--- src/rtl/pipeline_ctrl.sv ---
// -----------------------------------------------------------------------------
// pipeline_ctrl
//   Central stall/flush sequencer for the 5-stage RISC-V pipeline. It merges the
//   ID-stage load-use hazard, the ID-stage taken branch and a level handshake
//   with the data cache into per-stage enable / bubble / flush controls. It also
//   provides a start gate, a cache-wait watchdog and saturating perf counters.
//
// Parameters
//   TIMEOUT : max total freeze cycles of one cache access before HALT (>= 2)
//   CNT_W   : width of each performance counter
//
// Ports
//   clk_i          : clock, all state on rising edge
//   rst_i          : asynchronous active-low reset
//   start_i        : leave IDLE (level)
//   hazard_i       : load-use hazard detected in ID
//   branch_taken_i : branch/jump in ID resolved taken
//   mem_access_i   : valid load/store in MEM stage
//   mem_ack_i      : data cache completes current access
//   mem_req_o      : request to data cache
//   pc_write_o     : PC register enable
//   if_id_write_o  : IF/ID enable
//   if_id_flush_o  : IF/ID clear to NOP
//   id_ex_noop_o   : load ID/EX with a bubble
//   stage_write_o  : ID/EX, EX/MEM, MEM/WB enable
//   err_o          : watchdog fired (sticky until reset)
//   freeze_cnt_o   : cycles frozen on the cache
//   bubble_cnt_o   : load-use bubbles inserted
//   flush_cnt_o    : IF/ID flushes issued
// -----------------------------------------------------------------------------
module pipeline_ctrl #(
  parameter int TIMEOUT = 64,
  parameter int CNT_W   = 16
) (
  input  logic             clk_i,
  input  logic             rst_i,
  input  logic             start_i,
  input  logic             hazard_i,
  input  logic             branch_taken_i,
  input  logic             mem_access_i,
  input  logic             mem_ack_i,
  output logic             mem_req_o,
  output logic             pc_write_o,
  output logic             if_id_write_o,
  output logic             if_id_flush_o,
  output logic             id_ex_noop_o,
  output logic             stage_write_o,
  output logic             err_o,
  output logic [CNT_W-1:0] freeze_cnt_o,
  output logic [CNT_W-1:0] bubble_cnt_o,
  output logic [CNT_W-1:0] flush_cnt_o
);

  localparam logic [1:0] S_IDLE     = 2'd0;
  localparam logic [1:0] S_RUN      = 2'd1;
  localparam logic [1:0] S_MEM_WAIT = 2'd2;
  localparam logic [1:0] S_HALT     = 2'd3;

  localparam int              WAIT_W    = $clog2(TIMEOUT);
  // The RUN miss cycle is the first freeze and is not counted by the wait
  // counter, so the TIMEOUT-th freeze is the MEM_WAIT cycle whose increment
  // lands on TIMEOUT-1.
  localparam logic [WAIT_W-1:0] WAIT_LAST = WAIT_W'(TIMEOUT - 1);
  localparam logic [CNT_W-1:0]  CNT_MAX   = '1;

  logic [1:0]        r_state;
  logic [1:0]        w_next_state;
  logic [WAIT_W-1:0] r_wait_cnt;
  logic [WAIT_W-1:0] w_wait_inc;
  logic              r_err;
  logic              w_freeze;
  logic [CNT_W-1:0]  r_freeze_cnt;
  logic [CNT_W-1:0]  r_bubble_cnt;
  logic [CNT_W-1:0]  r_flush_cnt;

  assign w_wait_inc = r_wait_cnt + 1'b1;

  // NOTE: every output of this block gets a default first so no path through
  // the case statement leaves a signal unassigned (which would infer a latch).
  always_comb begin
    w_next_state  = r_state;
    w_freeze      = 1'b0;
    mem_req_o     = 1'b0;
    pc_write_o    = 1'b0;
    if_id_write_o = 1'b0;
    if_id_flush_o = 1'b0;
    id_ex_noop_o  = 1'b0;
    stage_write_o = 1'b0;

    case (r_state)
      S_IDLE: begin
        if (start_i) w_next_state = S_RUN;
      end

      S_RUN, S_MEM_WAIT: begin
        // MEM_WAIT keeps the request up even if MEM-stage valid drops.
        mem_req_o = (r_state == S_MEM_WAIT) ? 1'b1 : mem_access_i;

        if (mem_req_o && !mem_ack_i) begin
          // Cache freeze: every enable stays low.
          w_freeze = 1'b1;
          if (r_state == S_RUN)
            w_next_state = S_MEM_WAIT;
          else if (w_wait_inc == WAIT_LAST)
            w_next_state = S_HALT;
        end else begin
          // Cache satisfied (or idle): pipeline advances under ID priorities.
          w_next_state = S_RUN;
          if (hazard_i) begin
            // Branch in ID is ignored; it re-resolves after the bubble.
            id_ex_noop_o  = 1'b1;
            stage_write_o = 1'b1;
          end else begin
            pc_write_o    = 1'b1;
            if_id_write_o = 1'b1;
            stage_write_o = 1'b1;
            if_id_flush_o = branch_taken_i;
          end
        end
      end

      default: begin
        w_next_state = S_HALT;
      end
    endcase
  end

  // NOTE: sequential state uses non-blocking assignments so every register
  // samples values from before the edge, independent of statement order.
  always_ff @(posedge clk_i or negedge rst_i) begin
    if (!rst_i) begin
      r_state    <= S_IDLE;
      r_wait_cnt <= '0;
      r_err      <= 1'b0;
    end else begin
      r_state <= w_next_state;
      // Counts only while staying in MEM_WAIT; zero on entry and elsewhere.
      if (r_state == S_MEM_WAIT && w_next_state == S_MEM_WAIT)
        r_wait_cnt <= w_wait_inc;
      else
        r_wait_cnt <= '0;
      if (w_next_state == S_HALT)
        r_err <= 1'b1;
    end
  end

  // Saturating performance counters.
  always_ff @(posedge clk_i or negedge rst_i) begin
    if (!rst_i) begin
      r_freeze_cnt <= '0;
      r_bubble_cnt <= '0;
      r_flush_cnt  <= '0;
    end else begin
      if (w_freeze && r_freeze_cnt != CNT_MAX)
        r_freeze_cnt <= r_freeze_cnt + 1'b1;
      if (id_ex_noop_o && r_bubble_cnt != CNT_MAX)
        r_bubble_cnt <= r_bubble_cnt + 1'b1;
      if (if_id_flush_o && r_flush_cnt != CNT_MAX)
        r_flush_cnt <= r_flush_cnt + 1'b1;
    end
  end

  assign err_o        = r_err;
  assign freeze_cnt_o = r_freeze_cnt;
  assign bubble_cnt_o = r_bubble_cnt;
  assign flush_cnt_o  = r_flush_cnt;

endmodule

--- config.mk ---
export PLATFORM = sky130hd
export DESIGN_NAME = pipeline_ctrl
export DESIGN_NICKNAME = d
export VERILOG_FILES = /design/src/rtl/pipeline_ctrl.sv
export SDC_FILE = /design/constraint.sdc
export NUM_CORES = 1
export LEC_CHECK = 0
export CAP_MARGIN = 25
export CORE_ASPECT_RATIO = 0.6
export CORE_MARGIN = 1
export CORE_UTILIZATION = 40
export DETAILED_ROUTE_END_ITERATION = 10
export GPL_TIMING_DRIVEN = 0
export PLACE_DENSITY_LB_ADDON = 0.3
export SYNTH_ARGS = -nofsm -noshare
export SYNTH_HDL_FRONTEND = slang
export SYNTH_SLANG_ARGS = --single-unit
--- constraint.sdc ---
create_clock -name clk_i -period 2.8 [get_ports clk_i]
set_clock_uncertainty 0.15 [all_clocks]
set_input_delay 0.42 -clock clk_i [delete_from_list [all_inputs] [get_ports clk_i]]
set_output_delay 0.42 -clock clk_i [all_outputs]
set_load 0.005 [all_outputs]
==> results.md, run 1 <==
Critical path:
- The worst reg-to-reg path cell count is 7.
- In this design, the stage delay of the slowest critical-path cell is 0.56 ns.
- The signal on the critical path passes through buf_4 > ha_2 > o21ba_4 > nor3_4 > clkdlybuf4s50_1.
- The worst setup path is captured at an output port.
- The kind of cell adding the most delay to the critical path is buffers and inverters.
- The setup path with the least slack is of type flip-flop to output port.
- The highest net fanout along the worst path is 6.
- The internal reg-to-reg setup slack is roughly 0.48 ns.
- In this run the critical register-to-register path is launched from r_state[1]$_DFF_PN0_.
- Together, buffers and inverters on the worst path number 2.
- The data arrival time of the critical path is between 2 and 2.5 ns.
- STA classifies the critical path startpoint as a flip-flop.
- The worst path required time is between 2 and 2.5 ns.
- The cell with the largest stage delay on the worst path is clkdlybuf4s50_1.
- The destination of the worst register-to-register timing path is bubble_cnt_o[13]$_DFFE_PN0P_.

Logic synthesis:
- The average size of a mapped cell is ~11 µm².
- The mapped cell area is just under 0.003 mm².
- The main flop type after synthesis is dfrtp_1.
- The share of the synthesized area in the top cell type is roughly half.
- Yosys printed 0 warnings.
- Sequential cells were found to cover between 40% and 50% of the synthesized design area.
- Counting every net in the synthesized netlist gives 270.
- The total of flip-flops plus latches after synthesis is 57.
- Counting distinct cell types in the post-synthesis netlist gives 46.
- The cell count after synthesis came out at about 250.
- Ranked by total cell area, the synthesized netlist is headed by dfrtp_1 49%, xnor2_1 8.8%, xor2_1 6.4%.
- The cell type with the highest aggregate area in the netlist is dfrtp_1.
- Counting flops with a built-in enable in the synthesized netlist gives 0.
- The fraction of synthesis flops using an asynchronous set or reset pin is 100.0%.

Outcome:
- The flow ran to the end, but the final reports show violations.
- The final reports fail on design-rule violations.

Drt:
- The average via count per standard cell is between 5 and 6.
- Summed over all layers, the routed wires come to ~6100 µm.
- The count of nets left with antenna violations after detail routing is 0.
- Across all layers, the routed design uses around 2100 vias.
- The pre-antenna-repair detailed-routing pass consisted of 7 iterations.
- Dividing the detail-routed wire length by the instance count gives around 14 µm.
- The initial DRC count is around 150.
- In the routed design, unresolved DRC markers number 4.

Timing:
- The final number of max-transition violations is 0.
- For the pin with the worst max-slew slack, the measured transition is ~0.73 ns.
- Static timing analysis puts the maximum clock frequency at 364.1 MHz.
- After routing, the total negative slack on setup checks comes to 0 ns.
- Setup repair after global routing left no endpoint under its margin.
- The max-slew headroom at the worst pin is about half.
- The clock period could shrink to ~2.7 ns.
- The number of hold violations in the final report is 0.
- Of the available clock period, the critical path in the final layout requires a little over nine tenths.
- The count of endpoints failing setup in the final report is 0.

Clock network:
- Buffers inserted during clock tree synthesis total 9.
- The root buffer cell chosen for the clock tree is clkbuf_16.
- Clock tree synthesis found a total of 57 sinks.
- The longest clock path from root to sink contains 2 buffers.
- The number of hold-repair buffers added at the cts stage is 0.
- TritonCTS built the clock tree.
- Clock-pin slew was measured on the worst setup and hold paths at 0.05 ns.
- The CTS H-tree depth is 3.
- Clock latency on the worst-skew pair, taken at its later pin, is approximately 0.32 ns.

Layout:
- The count of filler cells inserted in the layout is just under 600.
- The most common library cell in the layout ignoring fill and taps is clkdlybuf4s50_1.
- The number of antenna diodes in the final layout is 0.
- The top cell types in the final layout, fill and taps aside, are 60 x clkdlybuf4s50_1, 57 x dfrtp_1, 29 x xnor2_1, 21 x xor2_1.
- The fraction of final layout cells sized beyond drive strength 1 is roughly 15%.
- The post-route cell area is just under 0.004 mm².
- For this run, the post-layout net count is between 300 and 400.
- The multi-input combinational cells in the finished layout cover a total of ~0.0014 mm².
- Relative to the synthesized area, the layout overhead comes to 36.85%.
- Registers take ~0.0014 mm².

Min path:
- In this run the worst hold path is classified as primary input to async pin.

Floorplan:
- The die width is approximately 110 µm.
- The area of the die is roughly 0.0076 mm².
- 62 I/O pins were placed.
- The core region is 0.006820 mm².
- From bottom edge to top edge, the die measures 67.87 µm.
- The effective utilization at floorplan is between 40% and 50%.
- Row generation in the floorplan step produced 23 rows.

Power:
- The worst supply voltage drop on vdd is 0.0004838 V.
- Power spread over the standard cell area amounts to roughly 780 mW/mm².
- The total leakage power is 1.714 nW.

Placement:
- The number of port buffers is approximately 60.
- Summing all placed instances gives a cell area of about 0.0036 mm².
- The congestion estimate from routability-driven global placement came to 0.7329.
- The detailed-placement wirelength estimate is around 4400 µm.

Global routing:
- The first global-routing pass estimated between 10000 and 15000 µm of wire.
- The via count of the first global-routing pass is between 2000 and 2500.
- The number of antenna violations at the first check in global routing is 0.
- The largest net degree at the start of global routing is 32.
- The total overflow left after global routing is 0.
- Global routing used between 10% and 20% of the available tracks across all layers.

Run:
- The max-capacitance violation count is 0.
## through the flow
| step | instances | hold slack (ns) | total power, mW | util, % | setup slack (ns) |
|---|---|---|---|---|---|
| after floorplan | 254 | -0.02559 | 1.529 | - | 0.8090 |
| after global placement | 402 | 0.2982 | 1.929 | 52.96 | -0.7135 |
| after detailed placement | 403 | 0.2996 | 1.962 | 53.18 | 0.09704 |
| after CTS | 419 | 0.03706 | 3.098 | 57.93 | 0.02631 |
| after global routing | 420 | 0.06559 | 3.244 | 58.04 | 0.003810 |
| final | 420 | 0.009828 | 3.070 | 58.04 | 0.05340 |
## cells in the mapped netlist (all sizes together), types with 2 or more instances
master,number
nand2,18
xnor2,29
nor3,15
and3,7
o211ai,2
o21ai,6
and4,5
nand3,18
dfrtp,57
mux2,3
inv,12
xor2,21
nor4,2
nor2,16
and2,2
ha,9
nor4b,2
a211oi,2
nand4,13
a21oi,3
## layout make-up
| cell class | count | share of cell area [%] |
|---|---|---|
| tap | 87 | 2.750 |
| multi-input combinational | 184 | 36.38 |
| clock buffer | 11 | 6.131 |
| buffer | 1 | 0.1896 |
| clock inverter | 5 | 1.391 |
| sequential | 57 | 36.03 |
| inverter | 12 | 1.138 |
| timing repair buffer | 63 | 15.99 |
## worst max-delay path by stage
stage / from / end / depth (start not counted)
after CTS: r_state[1]$_DFF_PN0_ / pc_write_o / 6
after global placement: rst_i / bubble_cnt_o[13]$_DFFE_PN0P_ / 1
after global routing: r_state[1]$_DFF_PN0_ / id_ex_noop_o / 6
after floorplan: r_state[0]$_DFF_PN0_ / bubble_cnt_o[11]$_DFFE_PN0P_ / 7
final: r_state[1]$_DFF_PN0_ / if_id_flush_o / 5
after detailed placement: mem_access_i / pc_write_o / 5
## worst register-to-register path: stages, from the launching register on
cell and delay, ns:
dfrtp_1 0.44, buf_4 0.16, ha_2 0.20, o21bai_2 0.20
nand3_2 0.22, nor4b_2 0.51, nand3_1 0.17, xnor2_1 0.15
## where the power goes
part | switching, mW | leakage [nW] | internal (mW) | total (mW)
registers | 0.161 | 0.758 | 0.944 | 1.10
clock network | 0.363 | 0.142 | 0.708 | 1.07
logic | 0.419 | 0.814 | 0.476 | 0.894
## sequential cells by signal, indices dropped and copies added, names as in the netlist
signal and count:
r_state 2, bubble_cnt_o 16, flush_cnt_o 16, freeze_cnt_o 16, r_wait_cnt 6, err_o 1
## logic make-up (layout without fill, tap and decap cells)
group | after synthesis | count (layout) | share of synthesized area (%)
and+or+nand+nor | 101 | 101 | 21.58
xor gates and xnor gates | 50 | 50 | 15.14
muxes | 3 | 3 | 1.168
DFF | 57 | 57 | 49.31
AOI/OAI and AO/OA | 21 | 21 | 7.094
adders and majority gates | 9 | 9 | 3.893
buffers and inverters | 13 | 92 | 1.817
## layer usage
layer / up-vias / part of all wire, % / global-route usage [%]
met5: - / 0 / 0
met4: 0 / 1.0 / 6.588
met3: 8 / 6.4 / 6.112
met2: 55 / 42 / 25.54
met1: 1037 / 51 / 24.39
li1: 1047 / - / -
## timing repair
action	4_1_cts	5_1_grt
setup buffers	0	1
gates resized for setup	5	2
setup endpoints to repair	3	3
pin swaps	1	1
No activity file was read; power rests on OpenSTA's default activity.
==> inputs of run 2 (changes only) <==
--- a/config.mk
+++ b/config.mk
@@ -5,6 +5,7 @@
 export SDC_FILE = /design/constraint.sdc
 export NUM_CORES = 1
 export LEC_CHECK = 0
+export ABC_AREA = 1
 export CAP_MARGIN = 25
 export CORE_ASPECT_RATIO = 0.6
 export CORE_MARGIN = 1
==> run 2 against run 1 <==
  * The run now ends clean
  * Cell count increased by 28%
  * Synthesized cell count increased by 39%
  * Sequential share of layout area is 1.9 points lower
  * Register-to-register slack better by 0.19 ns
==> results.md, run 2 <==
Clock network:
- The clock tree from TritonCTS is built.
- The clock net in this run drives a total of 57 sinks.
- Counting the buffers created by CTS gives 9.
- The insertion delay to the later sink of the worst-skew pair is 0.32 ns.
- The H-tree was split into 3 levels.
- CTS placed an instance of clkbuf_16 at the clock tree root.
- In this run the deepest clock path goes through 2 buffers.
- The clock-pin slew of the registers on the worst-case setup and hold paths is 0.05 ns.

Logic synthesis:
- Counting flops with a built-in enable in the synthesized netlist gives 0.
- The fraction of synthesis flops using an asynchronous set or reset pin is 100.0%.
- The main flop type after synthesis is dfrtp_1.
- The share of the synthesized area in the top cell type is around 46%.
- The mapped cell area is 0.003088 mm².
- The number of instances in the synthesized netlist is around 350.
- The post-synthesis cell type count is 29.
- The most repeated cell in the gate-level netlist after synthesis is nand2_1.
- After synthesis, the cell types taking the most area are dfrtp_1 46%, nand2_1 10%, xor2_1 6.8%.
- The number of warning messages in the yosys log is 0.
- By count the netlist is led by 86 x nand2_1, 57 x dfrtp_1, 41 x nor2_1, 36 x inv_1, 24 x xor2_1.
- A synthesized cell averages slightly below 9 µm².
- The synthesized design contains 57 register bits.
- The share of synthesized area occupied by flip-flops and latches is 46.19%.
- The number of nets handed over by synthesis was ~370.
- The biggest area contributor in the post-synthesis netlist is dfrtp_1.

Floorplan:
- From left edge to right edge, the die measures 115.4 µm.
- The height of the die is 70.06 µm.
- During I/O placement, the number of pins put on the boundary was 62.
- Once the floorplan was initialized, standard cells occupied roughly two fifths of the core.
- The area of the die is 0.008087 mm².
- The core box area is 0.007357 mm².
- The floorplan has 24 rows.

Critical path:
- The slowest stage of the critical path belongs to the cell clkdlybuf4s50_1.
- The largest stage delay on the critical path is 0.56 ns.
- STA puts the critical path data arrival time at around 2.1 ns.
- The nature of the critical path startpoint is a flip-flop.
- The critical path goes through inv_1 > ha_1 > inv_2 > nor4_4 > clkdlybuf4s50_1.
- The critical path capture point type is an output port.
- The worst path required time is ~2.2 ns.
- The critical setup path kind is flip-flop to output port.
- Of all nets on the critical path, the largest fanout is 6.

Layout:
- Cells fill between 50% and 60% of the core in the end.
- The area taken by multi-input logic gates is between 0.001 and 0.0015 mm².
- The filler cells instantiated in the layout total about 660.
- 0 antenna diodes ended up in the layout.
- The final instance count without filler cells is approximately 540.
- Registers take around 0.0014 mm².
- The most common library cell in the layout ignoring fill and taps is nand2_1.
- The post-route netlist has 12.47% of its cells at a drive strength greater than 1.
- The number of nets in the layout is 444.
- The top cell types in the final layout, fill and taps aside, are 86 x nand2_1, 60 x clkdlybuf4s50_1, 56 x dfrtp_1, 41 x nor2_1, 36 x inv_1.
- The area added between synthesis and finish is 35.49%.

Timing:
- The actual slew at the worst max-slew pin is between 0.5 and 0.6 ns.
- The number of hold violations in the final report is 0.
- Setup repair after global routing left no endpoint under its margin.
- After layout, the worst setup slack is between 0.1 and 0.15 ns.
- Setup violations remaining at the end of the flow were counted as 0.
- The final number of max-transition violations is 0.
- Measured against its own limit, the worst slew margin works out to around 61%.
- The clock period could shrink to approximately 2.7 ns.
- Timing would allow up to around 370 MHz.
- In the final timing run, aggregate negative setup slack is 0 ns.
- The share of the clock period used by the worst path after layout is a little over nine tenths.

Placement:
- During placement, the flow inserted port buffers numbering 61.
- Before CTS, the worst setup slack after placement is ~0.3 ns.
- In this run, placement finished with an instance count of 518.
- The routability congestion estimate from global placement is around 0.84.
- The wire-length estimate of the detail-placed layout is around 5000 µm.

Drt:
- The routed wire length is 6648 µm.
- The initial DRC count is about 130.
- The routed layout has between 2000 and 2500 vias.
- In the final routed layout, each cell accounts on average for 12.38 µm.
- In the routed design, unresolved DRC markers number 0.
- The average via count per standard cell is around 4.6.
- Once detail routing completed, the nets flagged for antenna violations numbered 0.
- The number of iterations in the first detailed-routing pass is 4.

Power:
- Across the VDD grid, the largest voltage drop is roughly 0.00037 V.
- For this design the static power due to leakage is ~1.9 nW.
- The cell area power density is roughly 470 mW/mm².

Global routing:
- The via count of the first global-routing pass is 2316.
- The global route total overflow is 0.
- The total track usage is between 10% and 20%.
- The largest net degree at the start of global routing is 35.
- The first-pass GRT wire length is about 11000 µm.
- The number of antenna violations at the first check in global routing is 0.

Outcome:
- The run finished with clean final reports.

Run:
- The tool flagged a number of max-cap violations equal to 0.

Min path:
- In this run the worst hold path is classified as flip-flop to flip-flop.
run 2: changes by cell type after synthesis, moves of 3 or more:
cell     previous run  this run
a21oi_1             0         5
nor2_2              0         5
nand4_1            12         5
nand3_2             1         4
and4_1              5         0
xnor2_1            29        16
nor2_4              0         4
xor2_1             21        24
and3_1              7         1
nor2_1             16        41
nand2_1            17        86
inv_1              10        36
nand2_4             0         3
nand3_1            17        21
run 2: final cells by class:
cell class              count  share of cell area (%)
plain buffers               2                  0.4486
clock buffers              14                   6.549
clock inverters             2                  0.8373
inverters                  40                   3.648
multi-input cells         253                   35.74
flip-flops and latches     57                   34.12
well taps                 104                   3.110
repair buffers             65                   15.55
run 2: timing repair:
item / in CTS / in global routing
endpoints found under the hold margin: 23 / 0
hold buffers: 1 / 0
resized for setup: 0 / 2
buffers inserted: 1 / 1
endpoints found under the setup margin: 1 / 3
pin swaps: 1 / 0
run 2: logic make-up after synthesis:
kind of cell,share of synthesized area (%)
compound gates,2.228
xor+xnor,12.40
fa+ha+maj,3.647
buf+inv,5.551
flops,46.19
simple gates,29.98
run 2: through the flow:
| step | cell area, µm² | power [mW] | hold WS (ns) |
|---|---|---|---|
| 6_report | 4184 | 1.987 | 0.3403 |
| 5_1_grt | 4184 | 2.049 | 0.3617 |
| 4_1_cts | 4170 | 2.006 | 0.3578 |
| 3_5_place_dp | 3844 | 0.8747 | 0.3011 |
| 3_3_place_gp | 3829 | 0.8717 | 0.3367 |
| 2_1_floorplan | 3088 | 0.8446 | -0.02559 |
run 2: final timing paths:
check / start / end / slack (ns) / depth (start not counted)
worst min register to register: err_o$_DFFE_PN0N_ / err_o$_DFFE_PN0N_ / 0.34 / 2
min in group asynchronous: rst_i / freeze_cnt_o[14]$_DFFE_PN0P_ / 0.48 / 2
worst max register to register: r_state[0]$_DFF_PN0_ / flush_cnt_o[12]$_DFFE_PN0P_ / 0.67 / 9
max in group asynchronous: rst_i / r_state[1]$_DFF_PN0_ / 1.42 / 3
worst max-delay path: r_state[0]$_DFF_PN0_ / if_id_flush_o / 0.11 / 5
worst min-delay path: err_o$_DFFE_PN0N_ / err_o$_DFFE_PN0N_ / 0.34 / 2
run 2: power breakdown:
group	leakage [nW]	internal (mW)	switching, mW
Combinational	0.957	0.0121	0.0234
Clock	0.153	0.760	0.367
Sequential	0.755	0.825	0
Total	1.86	1.60	0.390
run 2: layer usage:
layer  wire length (µm)  share of wire [%]  track usage [%]
met3                382                5.7            7.118
met2               2677                 40            23.95
met5                  0                  0                0
met4                 59               0.89            5.051
met1               3527                 53            26.01
run 2: critical path, delay by kind of cell, from the launching register on:
kind                       cells  cell delay [ns]
adders and majority gates      1             0.34
buffers and inverters          3             0.77
DFF                            1             0.39
and+or+nand+nor                1             0.29
